[config.mk]
export PLATFORM = sky130hd
export DESIGN_NAME = spi_frame_ctrl_flat
export DESIGN_NICKNAME = d
export VERILOG_FILES = /design/src/rtl/spi_frame_ctrl_if.sv /design/src/rtl/spi_frame_ctrl.sv /design/src/flat_wrapper.sv
export SDC_FILE = /design/constraint.sdc
export NUM_CORES = 1
export LEC_CHECK = 0
export ABC_AREA = 0
export BUFFER_PORTS_ARGS = -buffer_cell sky130_fd_sc_hd__buf_2
export CORE_MARGIN = 2
export CORE_UTILIZATION = 45
export CTS_CLUSTER_DIAMETER = 30
export CTS_CLUSTER_SIZE = 40
export DETAILED_ROUTE_END_ITERATION = 16
export PLACE_DENSITY = 0.76
export SLEW_MARGIN = 20
export SYNTH_ARGS = -nofsm -noshare
export SYNTH_HDL_FRONTEND = slang
export SYNTH_SLANG_ARGS = --single-unit
[constraint.sdc]
create_clock -name clk -period 3.4 [get_ports clk]
set_clock_uncertainty 0.15 [all_clocks]
set_input_delay 0.85 -clock clk [delete_from_list [all_inputs] [get_ports clk]]
set_output_delay 0.85 -clock clk [all_outputs]
set_load 0.02 [all_outputs]
[src/rtl/spi_frame_ctrl_if.sv]
// Bus between spi_frame_ctrl, the SPI byte source and the parameter register file.
// The slave modport is the controller's view; master is the view of whatever drives it.
interface spi_frame_ctrl_if #(
    parameter int WIDTH      = 8,
    parameter int ADDR_W     = 5,
    parameter int DATA_BYTES = 3
);
    logic [WIDTH-1:0]            byte_in;
    logic                        byte_valid;
    logic                        csn;
    logic                        wr_en;
    logic [ADDR_W-1:0]           wr_addr;
    logic [WIDTH*DATA_BYTES-1:0] wr_data;
    logic [ADDR_W-1:0]           rd_addr;
    logic [WIDTH*DATA_BYTES-1:0] rd_data;
    logic [WIDTH-1:0]            tx_byte;
    logic                        frame_err;
    logic                        busy;

    modport master (
        output byte_in, byte_valid, csn, rd_data,
        input  wr_en, wr_addr, wr_data, rd_addr, tx_byte, frame_err, busy
    );

    modport slave (
        input  byte_in, byte_valid, csn, rd_data,
        output wr_en, wr_addr, wr_data, rd_addr, tx_byte, frame_err, busy
    );
endinterface

[src/rtl/spi_frame_ctrl.sv]
// Turns the SPI byte stream into framed register writes and auto-incrementing reads.
// Header byte: MSB selects write, low ADDR_W bits give the start address, the rest must be zero.
module spi_frame_ctrl #(
    parameter int WIDTH      = 8,
    parameter int ADDR_W     = 5,
    parameter int DATA_BYTES = 3
) (
    input logic             clk,
    input logic             rst,
    spi_frame_ctrl_if.slave bus
);
    localparam int WORD_W = WIDTH * DATA_BYTES;
    localparam int CNT_W  = $clog2(DATA_BYTES + 1);
    localparam logic [CNT_W-1:0] LAST = CNT_W'(DATA_BYTES - 1);

    typedef enum logic [2:0] {IDLE, HDR, WDATA, RDATA, DRAIN} state_t;

    state_t            state;
    logic              byte_valid_q;
    logic              accept;
    logic              last_byte;
    logic [CNT_W-1:0]  cnt;
    logic [ADDR_W-1:0] addr;
    logic [WORD_W-1:0] asm_word;
    logic [WORD_W-1:0] rd_shift;
    logic              load_pend;

    logic              wr_en_r;
    logic [ADDR_W-1:0] wr_addr_r;
    logic [WORD_W-1:0] wr_data_r;
    logic [ADDR_W-1:0] rd_addr_r;
    logic [WIDTH-1:0]  tx_byte_r;
    logic              frame_err_r;

    assign accept    = bus.byte_valid & ~byte_valid_q;
    assign last_byte = accept && (cnt == LAST);

    assign bus.wr_en     = wr_en_r;
    assign bus.wr_addr   = wr_addr_r;
    assign bus.wr_data   = wr_data_r;
    assign bus.rd_addr   = rd_addr_r;
    assign bus.tx_byte   = tx_byte_r;
    assign bus.frame_err = frame_err_r;
    assign bus.busy      = (state != IDLE);

    // Read words take two cycles to appear on tx_byte: rd_addr settles, then the
    // combinational rd_data is captured while load_pend is set.
    always_ff @(posedge clk or posedge rst) begin
        if (rst) begin
            state        <= IDLE;
            byte_valid_q <= 1'b0;
            cnt          <= '0;
            addr         <= '0;
            asm_word     <= '0;
            rd_shift     <= '0;
            load_pend    <= 1'b0;
            wr_en_r      <= 1'b0;
            wr_addr_r    <= '0;
            wr_data_r    <= '0;
            rd_addr_r    <= '0;
            tx_byte_r    <= '0;
            frame_err_r  <= 1'b0;
        end else begin
            byte_valid_q <= bus.byte_valid;
            wr_en_r      <= 1'b0;
            frame_err_r  <= 1'b0;
            case (state)
                IDLE: begin
                    cnt       <= '0;
                    load_pend <= 1'b0;
                    if (!bus.csn) state <= HDR;
                end
                HDR: begin
                    if (bus.csn) begin
                        state <= IDLE;
                    end else if (accept) begin
                        cnt <= '0;
                        if (bus.byte_in[WIDTH-2:ADDR_W] != '0) begin
                            frame_err_r <= 1'b1;
                            state       <= DRAIN;
                        end else if (bus.byte_in[WIDTH-1]) begin
                            addr  <= bus.byte_in[ADDR_W-1:0];
                            state <= WDATA;
                        end else begin
                            rd_addr_r <= bus.byte_in[ADDR_W-1:0];
                            load_pend <= 1'b1;
                            state     <= RDATA;
                        end
                    end
                end
                // A final byte arriving with the csn rise still completes its word.
                WDATA: begin
                    if (last_byte) begin
                        wr_en_r   <= 1'b1;
                        wr_addr_r <= addr;
                        wr_data_r <= {asm_word[WORD_W-WIDTH-1:0], bus.byte_in};
                        addr      <= addr + ADDR_W'(1);
                        cnt       <= '0;
                    end else if (accept) begin
                        asm_word <= {asm_word[WORD_W-WIDTH-1:0], bus.byte_in};
                        cnt      <= cnt + CNT_W'(1);
                    end
                    if (bus.csn) begin
                        state       <= IDLE;
                        frame_err_r <= ((cnt != '0) || accept) && !last_byte;
                    end
                end
                RDATA: begin
                    if (bus.csn) begin
                        state <= IDLE;
                    end else if (load_pend) begin
                        load_pend <= 1'b0;
                        tx_byte_r <= bus.rd_data[WORD_W-1 -: WIDTH];
                        rd_shift  <= bus.rd_data << WIDTH;
                    end else if (accept) begin
                        if (cnt == LAST) begin
                            cnt       <= '0;
                            rd_addr_r <= rd_addr_r + ADDR_W'(1);
                            load_pend <= 1'b1;
                        end else begin
                            cnt       <= cnt + CNT_W'(1);
                            tx_byte_r <= rd_shift[WORD_W-1 -: WIDTH];
                            rd_shift  <= rd_shift << WIDTH;
                        end
                    end
                end
                DRAIN: begin
                    if (bus.csn) state <= IDLE;
                end
                default: state <= IDLE;
            endcase
        end
    end
endmodule

[src/flat_wrapper.sv]
// flat-port wrapper written by rule: the top's interface ports become plain ports
module spi_frame_ctrl_flat 
#(
    parameter int WIDTH      = 8,
    parameter int ADDR_W     = 5,
    parameter int DATA_BYTES = 3
)
  (clk, rst, bus_byte_in, bus_byte_valid, bus_csn, bus_rd_data, bus_wr_en, bus_wr_addr, bus_wr_data, bus_rd_addr, bus_tx_byte, bus_frame_err, bus_busy);
  spi_frame_ctrl_if #(.WIDTH(WIDTH), .ADDR_W(ADDR_W), .DATA_BYTES(DATA_BYTES)) bus_i ();
  input logic clk;
  input logic rst;
  input wire logic [$bits(bus_i.byte_in)-1:0] bus_byte_in;
  input wire logic [$bits(bus_i.byte_valid)-1:0] bus_byte_valid;
  input wire logic [$bits(bus_i.csn)-1:0] bus_csn;
  input wire logic [$bits(bus_i.rd_data)-1:0] bus_rd_data;
  output wire logic [$bits(bus_i.wr_en)-1:0] bus_wr_en;
  output wire logic [$bits(bus_i.wr_addr)-1:0] bus_wr_addr;
  output wire logic [$bits(bus_i.wr_data)-1:0] bus_wr_data;
  output wire logic [$bits(bus_i.rd_addr)-1:0] bus_rd_addr;
  output wire logic [$bits(bus_i.tx_byte)-1:0] bus_tx_byte;
  output wire logic [$bits(bus_i.frame_err)-1:0] bus_frame_err;
  output wire logic [$bits(bus_i.busy)-1:0] bus_busy;
  assign bus_i.byte_in = bus_byte_in;
  assign bus_i.byte_valid = bus_byte_valid;
  assign bus_i.csn = bus_csn;
  assign bus_i.rd_data = bus_rd_data;
  assign bus_wr_en = bus_i.wr_en;
  assign bus_wr_addr = bus_i.wr_addr;
  assign bus_wr_data = bus_i.wr_data;
  assign bus_rd_addr = bus_i.rd_addr;
  assign bus_tx_byte = bus_i.tx_byte;
  assign bus_frame_err = bus_i.frame_err;
  assign bus_busy = bus_i.busy;
  spi_frame_ctrl #(.WIDTH(WIDTH), .ADDR_W(ADDR_W), .DATA_BYTES(DATA_BYTES)) u_core (.clk(clk), .rst(rst), .bus(bus_i));
endmodule
==> run_results.csv <==
group,metric,value,unit
run_status,status,"completed",
route,via_count,2819,
clocking,cts_resized,0,
setup_path,rr_startpoint,"u_core.load_pend",
route,drt_wl_total,8360,um
setup_path,crit_cells,2,
clocking,post_cts_buffers,0,
route,ant_nets,0,
setup_path,reg2reg_depth,4,
sta,setup_violations,0,
placement,place_congestion,0.7655,
route,drc,0,
floorplanning,die_height,98.25,um
setup_path,critPathTopFamily,"flip-flops",
yosys,ys_seq_area_share,55.09,%
setup_path,required,2.40,ns
yosys,synth.most_common_cell,"nand2_1",
setup_path,cp-startpoint,"u_core.state[2]",
setup_path,start_kind,"flip-flop",
floorplanning,io_pins,81,
placement,portBuffers,80,
pwr,p_leak,0.002553,uW
route,drt_iter0_drc,118,
setup_path,reg2reg_slack,0.93,ns
clocking,clkTransAtPathRegs,0.09,ns
cells_and_area,layout-drive-gt1-share,39.03,%
setup_path,cpMaxStageDelayCell,"dfrtp_1",
floorplanning,core,0.008678,mm^2
pwr,p_per_area,412.3,mW/mm^2
clocking,tritoncts,"done",
setup_path,crit_buf_inv,1,
clocking,cts-htree-levels,3,
global_routing,overflow,0,
setup_path,max_stage_delay,0.58,ns
sta,post-route-period-util,74.54,%
worst_hold_path,hp-class,"flip-flop to flip-flop",
setup_path,path_cells,"or3_1, buf_2",
yosys,synth_common_cells,"nand2_1, dfrtp_1, mux2_2",
global_routing,antenna_found_initial,0,
floorplanning,dieArea,0.009653,mm^2
yosys,syn_inst,351,
yosys,syn_area,0.003998,mm^2
cells_and_area,postLayoutCellArea,0.004638,mm^2
clocking,postCtsHoldBufs,0,
clocking,cts_made_buffers,9,
yosys,synth-edff-count,0,
yosys,synthTopCellsByArea,"dfrtp_1, mux2_2, nand2_1, mux2_4, a22o_1",
sta,tightest_slew,0.8251,ns
setup_path,rr_endpoint,"u_core.bus.rd_addr[0]",
sta,slew_violations,0,
setup_path,cp_max_fo,16,
floorplanning,placementRows,34,
route,wl_per_cell,15.45,um
floorplanning,die_w,98.25,um
yosys,synth-seq-cells,88,
clocking,root_buffer,"clkbuf_8",
route,dr.pass1.iters,4,
setup_path,critPathKind,"flip-flop to output pin",
worst_hold_path,min_from,"u_core.asm_word[11]",
setup_path,worstSetupEndpointType,"output pin",
global_routing,grt_max_degree,59,
setup_path,arrival,1.53,ns
cells_and_area,antenna_cells,0,
setup_path,endpoint,"bus_busy",
global_routing,first_global_vias,2863,
yosys,yosys.area.top_type,"dfrtp_1",
cells_and_area,syn_to_final_growth,16.03,%
clocking,cts.sink_count,88,
sta,hold_violations,0,
sta,min_period,2.534,ns
global_routing,grt_pass1_wl,14280,um
global_routing,track_usage,18.39,%
placement,placedInstanceArea,0.004458,mm^2
pwr,vdd_ir_drop_max,0.1543,mV
clocking,clock_path_buffers,2,
yosys,syn_nets,389,
yosys,synthDistinctLibCells,52,
cells_and_area,nets,466,
flow_run,maxCapViolCount,0,
sta,setup_tns,0,ns
sta,rsz0062_at_grt,"false",
yosys,async_flop_share,100.0,%
floorplanning,initial_core_util,46.06,%
placement,hpwl,5815,um
sta,clock.fmax,394.6,MHz
yosys,avgSynthCellArea,11.39,um^2
route,viasPerCell,5.211,
yosys,synth_top_area_share,55.09,%
sta,relSlewSlack,44.99,%
clocking,insertion_delay,0.36,ns
yosys,ys_warn_count,0,
yosys,synth_flop_cell,"dfrtp_1",
==> tightest hold or removal path: cells and delay by family, from the launching register on <==
kind / cells / cell delay (ns)
and+or+nand+nor: 2 / 0.10
DFF: 1 / 0.35
==> flip-flops by register name, summed over array words and instances (netlist names) <==
signal,count
u_core.bus.tx_byte,8
u_core.bus.wr_addr,5
u_core.asm_word,16
u_core.bus.wr_data,24
u_core.bus.wr_en,1
u_core.bus.rd_addr,5
u_core.bus.frame_err,1
u_core.byte_valid_q,1
u_core.rd_shift,16
u_core.state,3
u_core.addr,5
u_core.load_pend,1
u_core.cnt,2
==> worst min-delay path by stage <==
| stage | slack, ns | depth (start not counted) | endpoint |
|---|---|---|---|
| finish | 0.32 | 2 | u_core.bus.wr_data[19] |
| global route | 0.34 | 2 | u_core.bus.wr_data[21] |
| CTS | 0.32 | 2 | u_core.bus.wr_data[21] |
| detailed placement | 0.30 | 2 | u_core.bus.wr_data[20] |
| global placement | 0.30 | 2 | u_core.bus.wr_data[21] |
| floorplan | 0.28 | 2 | u_core.bus.wr_data[16] |
==> metal layers <==
metal / vias up / track usage [%] / wire length (um)
li1: 1373 / - / -
met1: 1370 / 25.68 / 3871
met2: 64 / 27.92 / 3951
met3: 12 / 4.653 / 371
met4: 0 / 6.955 / 165
met5: - / 0 / 0
==> area by class of cell <==
type	count	area, um^2
repair buffers	85	437.9
flip-flops and latches	88	2202
inverters	5	21.27
clock inverters	7	55.05
fillers	780	4040
multi-input cells	239	1663
well taps	108	135.1
clock buffers	9	123.9
==> metrics by stage <==
| step | power (uW) | hold slack (ns) | std cells | worst slack, ns | util [%] |
|---|---|---|---|---|---|
| detailed placement | 1265 | 0.3012 | 525 | 0.9012 | 51.37 |
| finish | 1913 | 0.3213 | 541 | 0.8657 | 53.45 |
| CTS | 1936 | 0.3197 | 541 | 0.8409 | 53.43 |
| global placement | 1257 | 0.2969 | 525 | 0.9399 | 51.37 |
| global route | 1992 | 0.3428 | 541 | 0.6624 | 53.45 |
| floorplan | 1202 | 0.2831 | 351 | 0.1214 | - |
==> report_power, final <==
| part | internal, uW | leakage [uW] | switching [uW] | total (uW) |
|---|---|---|---|---|
| registers | 1070 | 0.00122 | 37.9 | 1110 |
| logic | 56.7 | 0.00124 | 73.5 | 130 |
| clock network | 275 | 0.0000919 | 395 | 670 |
==> cell usage in the layout (no fill, tap or decap), drive strengths merged, types with 3 or more instances in the layout <==
cell      n
nand3     7
clkinv    3
inv       8
buf      85
clkbuf    9
dfrtp    88
nand2    94
mux2     52
nor2     10
o21ai    13
and4bb    4
a22o      8
nor3      7
a211oi    3
nor2b     3
a2bb2oi   3
a21oi     4
==> cell families (layout without fill, tap and decap cells) <==
family	after synthesis	in the layout	share of synthesized area (%)
buffers and inverters	24	106	3.318
adders and majority gates	2	2	0.6259
xor gates and xnor gates	1	1	0.2191
and+or+nand+nor	140	140	16.90
AOI/OAI and AO/OA	43	43	7.825
muxes	53	53	16.02
DFF	88	88	55.09
Power figures use the tool's default switching activity.
